===== src/rtl/ks_sub_pkg.sv =====
// Shared constants and stage payload types for the pipelined Kogge-Stone subtractor.
package ks_sub_pkg;

    localparam int WIDTH  = 16;
    localparam int LEVELS = 4;

    typedef struct packed {
        logic [WIDTH-1:0] p;
        logic [WIDTH-1:0] g;
    } pg_vec_t;

    typedef struct packed {
        pg_vec_t pg;
        logic    cin;
        logic    a_msb;
        logic    b_msb;
        logic    sat;
    } s1_t;

    // p0 keeps the bitwise propagate so the sum can be formed after the prefix tree.
    typedef struct packed {
        pg_vec_t          pg;
        logic [WIDTH-1:0] p0;
        logic             cin;
        logic             a_msb;
        logic             b_msb;
        logic             sat;
    } s2_t;

    typedef struct packed {
        logic [WIDTH-1:0] d;
        logic             bout;
        logic             ovf;
        logic             zero;
    } s3_t;

    function automatic logic [WIDTH-1:0] sat_value(input logic a_msb);
        return a_msb ? {1'b1, {(WIDTH-1){1'b0}}} : {1'b0, {(WIDTH-1){1'b1}}};
    endfunction

endpackage


===== src/rtl/ks_subtractor_pipe_if.sv =====
// Operand/result bus of ks_subtractor_pipe; in_sat exists only when KS_SUB_SAT_EN is defined.
interface ks_subtractor_pipe_if;
    import ks_sub_pkg::*;

    logic             in_valid;
    logic             in_ready;
    logic [WIDTH-1:0] in_a;
    logic [WIDTH-1:0] in_b;
    logic             in_bin;
`ifdef KS_SUB_SAT_EN
    logic             in_sat;
`endif
    logic             out_valid;
    logic             out_ready;
    logic [WIDTH-1:0] out_d;
    logic             out_bout;
    logic             out_ovf;
    logic             out_zero;

    modport master (
        output in_valid, in_a, in_b, in_bin,
`ifdef KS_SUB_SAT_EN
        output in_sat,
`endif
        output out_ready,
        input  in_ready, out_valid, out_d, out_bout, out_ovf, out_zero
    );

    modport slave (
        input  in_valid, in_a, in_b, in_bin,
`ifdef KS_SUB_SAT_EN
        input  in_sat,
`endif
        input  out_ready,
        output in_ready, out_valid, out_d, out_bout, out_ovf, out_zero
    );

endinterface


===== src/rtl/ks_prefix_level.sv =====
// One combinational Kogge-Stone prefix level combining each bit with the bit DIST below it.
module ks_prefix_level
    import ks_sub_pkg::*;
#(
    parameter int DIST = 1
) (
    input  pg_vec_t pg_i,
    output pg_vec_t pg_o
);

    for (genvar i = 0; i < WIDTH; i++) begin : g_bit
        if (i < DIST) begin : g_pass
            assign pg_o.g[i] = pg_i.g[i];
            assign pg_o.p[i] = pg_i.p[i];
        end else begin : g_merge
            assign pg_o.g[i] = pg_i.g[i] | (pg_i.p[i] & pg_i.g[i-DIST]);
            assign pg_o.p[i] = pg_i.p[i] & pg_i.p[i-DIST];
        end
    end

endmodule


===== src/rtl/ks_subtractor_pipe.sv =====
// Three-stage Kogge-Stone subtractor D = A - B - bin with borrow, overflow and zero flags.
// Optional saturation on signed overflow is enabled by defining KS_SUB_SAT_EN.
module ks_subtractor_pipe
    import ks_sub_pkg::*;
(
    input  logic                 clk,
    input  logic                 rst,
    ks_subtractor_pipe_if.slave  bus
);

    // Handshake: a transfer happens on a rising edge where valid & ready are both high.
    // Stage k advances when it is empty or the stage after it advances (adv chain ends
    // at out_ready); in_ready is the head of that chain, so there is no skid storage and
    // a stalled stage keeps its payload and valid bit unchanged.
    logic    v1_q, v1_d, v2_q, v2_d, v3_q, v3_d;
    s1_t     s1_q, s1_d;
    s2_t     s2_q, s2_d;
    s3_t     s3_q, s3_d;
    logic    adv1, adv2, adv3;
    logic    in_fire;
    logic    in_sat_w;

    pg_vec_t lvl1, lvl2, lvl3, lvl4;

    logic [WIDTH-1:0] b_not;
    logic [WIDTH-1:0] carry;
    logic [WIDTH-1:0] diff;
    logic [WIDTH-1:0] result;
    logic             cout;
    logic             ovf;

`ifdef KS_SUB_SAT_EN
    assign in_sat_w = bus.in_sat;
`else
    assign in_sat_w = 1'b0;
`endif

    always_comb begin
        adv3 = ~v3_q | bus.out_ready;
        adv2 = ~v2_q | adv3;
        adv1 = ~v1_q | adv2;
    end

    assign bus.in_ready = adv1 & ~rst;
    assign in_fire      = bus.in_valid & bus.in_ready;

    // Stage 1: subtract as A + ~B + ~bin, so the carry-in is the inverted borrow-in.
    always_comb begin
        b_not = ~bus.in_b;
        v1_d  = adv1 ? in_fire : v1_q;
        s1_d  = s1_q;
        if (in_fire) begin
            s1_d.pg.p  = bus.in_a ^ b_not;
            s1_d.pg.g  = bus.in_a & b_not;
            s1_d.cin   = ~bus.in_bin;
            s1_d.a_msb = bus.in_a[WIDTH-1];
            s1_d.b_msb = bus.in_b[WIDTH-1];
            s1_d.sat   = in_sat_w;
        end
    end

    ks_prefix_level #(.DIST(1)) u_lvl1 (.pg_i(s1_q.pg), .pg_o(lvl1));
    ks_prefix_level #(.DIST(2)) u_lvl2 (.pg_i(lvl1),    .pg_o(lvl2));

    always_comb begin
        v2_d = adv2 ? v1_q : v2_q;
        s2_d = s2_q;
        if (adv2 && v1_q) begin
            s2_d.pg    = lvl2;
            s2_d.p0    = s1_q.pg.p;
            s2_d.cin   = s1_q.cin;
            s2_d.a_msb = s1_q.a_msb;
            s2_d.b_msb = s1_q.b_msb;
            s2_d.sat   = s1_q.sat;
        end
    end

    ks_prefix_level #(.DIST(4))             u_lvl3 (.pg_i(s2_q.pg), .pg_o(lvl3));
    ks_prefix_level #(.DIST(1 << (LEVELS-1))) u_lvl4 (.pg_i(lvl3),    .pg_o(lvl4));

    // lvl4 holds group (G,P) over [i:0]; the carry into bit i comes from group i-1.
    always_comb begin
        carry  = {lvl4.g[WIDTH-2:0] | (lvl4.p[WIDTH-2:0] & {(WIDTH-1){s2_q.cin}}), s2_q.cin};
        cout   = lvl4.g[WIDTH-1] | (lvl4.p[WIDTH-1] & s2_q.cin);
        diff   = s2_q.p0 ^ carry;
        ovf    = (s2_q.a_msb != s2_q.b_msb) & (diff[WIDTH-1] != s2_q.a_msb);
        result = (s2_q.sat & ovf) ? sat_value(s2_q.a_msb) : diff;
        v3_d   = adv3 ? v2_q : v3_q;
        s3_d   = s3_q;
        if (adv3 && v2_q) begin
            s3_d.d    = result;
            s3_d.bout = ~cout;
            s3_d.ovf  = ovf;
            s3_d.zero = (result == '0);
        end
    end

    always_ff @(posedge clk) begin
        if (rst) begin
            v1_q <= 1'b0;
            v2_q <= 1'b0;
            v3_q <= 1'b0;
            s1_q <= '0;
            s2_q <= '0;
            s3_q <= '0;
        end else begin
            v1_q <= v1_d;
            v2_q <= v2_d;
            v3_q <= v3_d;
            s1_q <= s1_d;
            s2_q <= s2_d;
            s3_q <= s3_d;
        end
    end

    assign bus.out_valid = v3_q;
    assign bus.out_d     = s3_q.d;
    assign bus.out_bout  = s3_q.bout;
    assign bus.out_ovf   = s3_q.ovf;
    assign bus.out_zero  = s3_q.zero;

endmodule


===== src/flat_wrapper.sv =====
// flat-port wrapper written by rule: the top's interface ports become plain ports
module ks_subtractor_pipe_flat import ks_sub_pkg::*;
  (clk, rst, bus_in_valid, bus_in_a, bus_in_b, bus_in_bin, bus_out_ready, bus_in_ready, bus_out_valid, bus_out_d, bus_out_bout, bus_out_ovf, bus_out_zero);
  ks_subtractor_pipe_if bus_i ();
  input  logic clk;
  input  logic rst;
  input wire logic [$bits(bus_i.in_valid)-1:0] bus_in_valid;
  input wire logic [$bits(bus_i.in_a)-1:0] bus_in_a;
  input wire logic [$bits(bus_i.in_b)-1:0] bus_in_b;
  input wire logic [$bits(bus_i.in_bin)-1:0] bus_in_bin;
  input wire logic [$bits(bus_i.out_ready)-1:0] bus_out_ready;
  output wire logic [$bits(bus_i.in_ready)-1:0] bus_in_ready;
  output wire logic [$bits(bus_i.out_valid)-1:0] bus_out_valid;
  output wire logic [$bits(bus_i.out_d)-1:0] bus_out_d;
  output wire logic [$bits(bus_i.out_bout)-1:0] bus_out_bout;
  output wire logic [$bits(bus_i.out_ovf)-1:0] bus_out_ovf;
  output wire logic [$bits(bus_i.out_zero)-1:0] bus_out_zero;
  assign bus_i.in_valid = bus_in_valid;
  assign bus_i.in_a = bus_in_a;
  assign bus_i.in_b = bus_in_b;
  assign bus_i.in_bin = bus_in_bin;
  assign bus_i.out_ready = bus_out_ready;
  assign bus_in_ready = bus_i.in_ready;
  assign bus_out_valid = bus_i.out_valid;
  assign bus_out_d = bus_i.out_d;
  assign bus_out_bout = bus_i.out_bout;
  assign bus_out_ovf = bus_i.out_ovf;
  assign bus_out_zero = bus_i.out_zero;
  ks_subtractor_pipe u_core (.clk(clk), .rst(rst), .bus(bus_i));
endmodule

===== config.mk =====
export PLATFORM = sky130hd
export DESIGN_NAME = ks_subtractor_pipe_flat
export DESIGN_NICKNAME = d
export VERILOG_FILES = /design/src/rtl/ks_sub_pkg.sv /design/src/rtl/ks_subtractor_pipe_if.sv /design/src/rtl/ks_prefix_level.sv /design/src/rtl/ks_subtractor_pipe.sv /design/src/flat_wrapper.sv
export SDC_FILE = /design/constraint.sdc
export NUM_CORES = 1
export LEC_CHECK = 0
export BUFFER_PORTS_ARGS = -buffer_cell sky130_fd_sc_hd__buf_2
export CORE_MARGIN = 2
export CORE_UTILIZATION = 30
export CTS_CLUSTER_SIZE = 25
export DETAILED_ROUTE_END_ITERATION = 16
export HOLD_SLACK_MARGIN = 0.06
export PLACE_DENSITY_LB_ADDON = 0.08
export SLEW_MARGIN = 20
export SYNTH_ARGS = -nofsm -noshare
export SYNTH_HDL_FRONTEND = slang
export SYNTH_SLANG_ARGS = --single-unit

===== constraint.sdc =====
create_clock -name clk -period 2.11 [get_ports clk]
set_input_delay 0.211 -clock clk [delete_from_list [all_inputs] [get_ports clk]]
set_output_delay 0.211 -clock clk [all_outputs]
set_load 0.01 [all_outputs]

---- Word level (Yosys, flattened, before mapping) ----
Cells that the tools add are included.
storage, ports and cells
  register bits ........................... 108
  input port bits ......................... 37
  output and inout bits ................... 21
  logic and storage cells ................. 190
cells by class
  equality and inequality tests ........... 2
  bitwise gates (word level) .............. 167
  reduce and logical (&&, ||, !) cells .... 3
operator list
  cell               count
  AND 1 bit          102
  OR 1 bit           53
  XOR 16 bit         2
  AND 16 bit         1
  zero test 16 bit   1
  inverter 16 bit    1
  AND 15 bit         1
  OR 15 bit          1
  inverter 1 bit     6
  logical AND 1 bit  2
  != test 1 bit      2

---- Longest topological paths before layout ----
  word-level depth ........................ 8
  gate-level depth with buffers ........... 7
  depth with buffers taken out ............ 7

---- Modules after synthesis ----
From an unflattened synthesis, not the netlist that was laid out.
second synthesis, totals
  cell total of the unflattened synthesis .. 667
  area, all modules ....................... 5,290.1 µm²
by module, submodules not included
  module                           instances  cells an instance  area each (µm²)  seq. area each (µm²)
  ks_subtractor_pipe               1          539                4,367.9          2,162.1
  ks_prefix_level (u_core.u_lvl4)  1          32                 240.2            0.0
  ks_prefix_level (u_core.u_lvl3)  1          32                 231.5            0.0
  ks_prefix_level (u_core.u_lvl2)  1          32                 226.5            0.0
  ks_prefix_level (u_core.u_lvl1)  1          32                 224.0            0.0

---- Worst setup path before layout ----
OpenSTA, ideal clock, no wires.
  kind .................................... flip-flop to flip-flop
  start point ............................. reg u_core.v3_q, in the netlist u_core.bus.out_valid
  end point ............................... reg u_core.s1_q[16] (netlist name)
  setup time .............................. 0.113 ns
  data arrival time ....................... 1.502 ns
  data required time ...................... 1.997 ns
  path slack .............................. 0.496 ns
  stages on the path, launching flop included .. 8
  path buffers ............................ 2
  clock period less this slack ............ 1.614 ns
  path through ............................ dfxtp_1 > nor2b_1 > a31oi_1 > and2_1 > clkbuf_1 > buf_2 > nand2_1 > nand2_1
between the ends
  longest elaborated chain between the ends .. 6
ends and longest elaborated chain
  item                    line                       source
  start, declared         ks_subtractor_pipe.sv:15   logic v1_q, v1_d, v2_q, v2_d, v3_q, v3_d;
  start signal, assigned  ks_subtractor_pipe.sv:109  v3_q <= v3_d;
  inverter 1 bit          ks_subtractor_pipe.sv:39   adv3 = ~v3_q | bus.out_ready;
  OR 1 bit                ks_subtractor_pipe.sv:39
  OR 1 bit                ks_subtractor_pipe.sv:40   adv2 = ~v2_q | adv3;
  OR 1 bit                ks_subtractor_pipe.sv:41   adv1 = ~v1_q | adv2;
  AND 1 bit               ks_subtractor_pipe.sv:44   assign bus.in_ready = adv1 & ~rst;
  net bus_in_ready        flat_wrapper.sv:12         output wire logic [$bits(bus_i.in_ready)-1:0] bus_in_ready;
  AND 1 bit               ks_subtractor_pipe.sv:45   assign in_fire = bus.in_valid & bus.in_ready;
  end signal, assigned    ks_subtractor_pipe.sv:103  s1_q <= '0;
  end signal, assigned    ks_subtractor_pipe.sv:110  s1_q <= s1_d;
  end, declared           ks_subtractor_pipe.sv:16   s1_t s1_q, s1_d;
The timed path passes the listed nets, and every way through them passes these cells.
A chain may end at the register's enable or synchronous reset.

---- Final worst setup path ----
  start point ............................. reg u_core.s2_q (netlist bit u_core.carry[0])
  end point ............................... reg u_core.s3_q (netlist bit u_core.bus.out_zero)
between the ends
  elaborated cells on any way between the ends .. 4
  those cells by class .................... bitwise: 3; reduce/logical: 1
RTL lines
  item                    line                       source
  start, declared         ks_subtractor_pipe.sv:17   s2_t s2_q, s2_d;
  start signal, assigned  ks_subtractor_pipe.sv:104  s2_q <= '0;
  start signal, assigned  ks_subtractor_pipe.sv:111  s2_q <= s2_d;
  XOR 16 bit              ks_subtractor_pipe.sv:85   diff = s2_q.p0 ^ carry;
  net u_core.diff[0]      ks_subtractor_pipe.sv:27   logic [WIDTH-1:0] diff;
  zero test 16 bit        ks_subtractor_pipe.sv:94   s3_d.zero = (result == '0);
  end signal, assigned    ks_subtractor_pipe.sv:105  s3_q <= '0;
  end signal, assigned    ks_subtractor_pipe.sv:112  s3_q <= s3_d;
  end, declared           ks_subtractor_pipe.sv:18   s3_t s3_q, s3_d;
The timed path passes the listed nets, and every way through them passes these cells.

==> impl_metrics.py <==
metrics = {
    "status": {
        "outcome": "finished, final reports clean",
    },
    "synth": {
        "ys_async_sr_fraction_pct": 0,
        "synth_edf_count": 0,
        "syn-mean-instance-area_um2": 7.871,
        "synth_seq_cells": 107,
        "ys.flop_type": "dfxtp_1",
        "synth_top_cell_area_share_pct": 45.51,
        "netlist_area_um2": 4707,
        "syn_nets": 652,
        "syn_inst": 598,
        "ys_seq_area_share_pct": 45.51,
        "yosys-top-cells-area": "dfxtp_1 46%, nand2_1 13%, a21oi_1 7.8%",
        "ys_top_cells_by_count": "157 x nand2_1, 107 x dfxtp_1, 73 x a21oi_1, 47 x nor2_1, 35 x nand3b_1",
        "synth.distinct_cells": 37,
        "ys_warn_count": 0,
        "yosys.area.top_type": "dfxtp_1",
        "yosysMostFrequentCell": "nand2_1",
    },
    "power_and_ir_drop": {
        "p_sw_share_pct": 25.57,
        "p_clk_share_pct": 38.0,
        "power.switching_mw": 1.073,
        "p_leak_nw": 2.267,
        "pwr-share-seq_pct": 52.7,
        "totalPowerFinal_mw": 4.195,
        "intPower_mw": 3.123,
        "cellPowerDensity_nw_per_um2": 767.0,
        "pwr-share-comb_pct": 9.2,
        "max-vdd-ir-drop_mv": 0.4233,
    },
    "grt": {
        "grt_max_degree": 73,
        "grt_overflow": 0,
        "grt_usage_pct": 14.37,
        "grt_pass1_vias": 3625,
        "grt_pass1_wl_mm": 18.98,
        "antenna_found_initial": 0,
    },
    "die": {
        "io_pins": 58,
        "initial_core_util_pct": 30.85,
        "core_um2": 15260,
        "die_h_um": 129.3,
        "dieArea_um2": 16710,
        "rows": 45,
        "die_x_um": 129.3,
    },
    "timing": {
        "finalCritPeriodShare_pct": 88.07,
        "timing_hold_violations_final": 0,
        "tns_ns": 0,
        "slew_headroom_pct": 53.32,
        "finClkSkew_ns": 0.007638,
        "finalSetupViolations": 0,
        "tightestPinTransition_ns": 0.7003,
        "slew_viol_final": 0,
        "rsz0062_at_grt": "false",
        "fmax_mhz": 538.2,
        "period_minus_slack_ns": 1.858,
    },
    "clocking": {
        "cts.sinks": 107,
        "cts-resized-gates": 0,
        "cts_tree": "done",
        "cts_buffers": 9,
        "path_clk_slew_ns": 0.07,
        "cts_root_buf": "clkbuf_16",
        "worstSkewPairLatency_ns": 0.35,
        "htreeDepth": 3,
        "cts_buffer_depth": 2,
    },
    "setup_path": {
        "critical_path_peak_fanout": 10,
        "crit_path_max_incr_delay_ns": 0.53,
        "cp.required_ns": 2.40,
        "critPathTopFamily": "simple AND/OR/NAND/NOR gates",
        "crit_cells": 5,
        "r2r_cells": 5,
        "crit_arrival_ns": 2.14,
        "crit_buf_inv": 0,
        "start_kind": "flip-flop",
        "end_kind": "flip-flop",
        "slowest_stage": "dfxtp_1",
        "crit_type": "reg2reg",
        "crit_chain": "ha_1 > or4_1 > nor4_1 > nand4_1 > o21ai_1",
    },
    "routing": {
        "avgViaCountPerCell": 4.610,
        "drc": 0,
        "drtPass1Iterations": 4,
        "antenna_left": 0,
        "vias": 3937,
        "wl_per_cell_um": 13.46,
        "dr.max_layer_used": "met4",
        "initialDrtViolationCount": 172,
        "routed_wl_mm": 11.49,
        "dr_wl_met2_mm": 4.586,
        "wl_met1_mm": 6.322,
        "dr_wl_met3_um": 380,
    },
    "finish": {
        "syn2layout_area_growth_pct": 16.21,
        "nets": 694,
        "post-route-util_pct": 35.85,
        "drive_gt1_share_pct": 13.69,
        "fin_cells": 854,
        "antenna_cells": 0,
    },
    "place": {
        "gp_congestion": 0.7745,
        "dp_hpwl_mm": 7.932,
        "place_inst": 838,
        "io_buffers": 57,
    },
    "hold_path": {
        "hold_path_class": "in2reg",
        "hold_depth": 2,
    },
    "flow_run": {
        "cap_viol_max_count": 0,
    },
}
==> sequential cells by signal, indices dropped and copies added (netlist names) <==
signal,count
u_core.s2_q,49
u_core.s1_q,35
u_core.bus.out_d,16
u_core.bus.out_bout,1
u_core.bus.out_ovf,1
u_core.bus.out_valid,1
u_core.bus.out_zero,1
u_core.carry,1
u_core.v1_q,1
u_core.v2_q,1
==> layout make-up <==
cell class	instances	area, um2
Clock buffer	12	256.5
Inverter	16	60.06
Tap cell	211	264.0
Timing Repair Buffer	66	370.4
Sequential cell	107	2142
Clock inverter	2	12.51
Fill cell	1666	9788
Multi-Input combinational cell	440	2365
==> logic make-up (layout without fill, tap and decap cells) <==
kind of cell | count (synthesis) | in the layout | synth area share [%]
xor gates and xnor gates | 15 | 15 | 2.791
DFF | 107 | 107 | 45.51
adders and majority gates | 17 | 17 | 4.519
AOI/OAI and AO/OA | 122 | 122 | 15.12
muxes | 1 | 1 | 0.2127
buffers and inverters | 51 | 96 | 4.306
and+or+nand+nor | 285 | 285 | 27.54
==> power groups by stage <==
stage               Sequential (mW)  Combinational [mW]  Clock (mW)
floorplan                      2.22               0.275           0
global route                   2.23               0.448        1.72
detailed placement             2.26               0.391           0
CTS                            2.21               0.396        1.65
finish                         2.21               0.387        1.60
global placement               2.26               0.386           0
==> worst paths after layout <==
check / start / endpoint / slack [ns]
hold reg to reg: u_core.bus.out_d[9]$_SDFFE_PP0P_ / u_core.bus.out_d[9]$_SDFFE_PP0P_ / 0.45
setup reg to reg: u_core.carry[0]$_SDFFE_PP0P_ / u_core.bus.out_zero$_SDFFE_PP0P_ / 0.25
setup / recovery: u_core.carry[0]$_SDFFE_PP0P_ / u_core.bus.out_zero$_SDFFE_PP0P_ / 0.25
hold / removal: rst / u_core.bus.out_bout$_SDFFE_PP0P_ / 0.12
==> metal layers <==
layer  vias up  track usage, %
met1      1764           21.87
met4         0           6.010
met5         -               0
li1       2082               -
met2        75           19.63
met3        16           2.642
==> layout by cell type, fill, tap and decap left out, drive strengths merged <==
cell type	n
a211o	1
a211oi	18
a21o	5
a21oi	75
a31oi	2
and2	2
and2b	1
and3	1
buf	64
clkbuf	12
clkinv	1
clkinvlp	1
dfxtp	107
dlygate4sd3	2
ha	17
inv	16
mux2i	1
nand2	157
nand2b	1
nand3	3
nand3b	35
nand4	2
nor2	47
nor2b	17
nor3	15
nor4	2
o21a	1
o21ai	17
o21bai	3
or3	1
or4	1
xnor2	8
xor2	7
==> stage by stage <==
| step | hold slack (ns) | setup WS [ns] | instance area [um2] |
|---|---|---|---|
| 6_report | 0.1229 | 0.2518 | 5470 |
| 4_1_cts | 0.1069 | 0.2259 | 5468 |
| 2_1_floorplan | 0.3066 | 0.4955 | 4707 |
| 5_1_grt | 0.1297 | 0.1385 | 5470 |
| 3_5_place_dp | 0.4024 | 0.2597 | 5179 |
| 3_3_place_gp | 0.3969 | 0.2819 | 5179 |
==> timing repair <==
| item | in CTS | in global routing |
|---|---|---|
| hold endpoints to repair | 2 | 0 |
| hold buffers | 2 | 0 |
| setup buffers | 0 | 0 |
| setup endpoints to repair | 0 | 0 |
No activity file was read; power rests on OpenSTA's default activity.
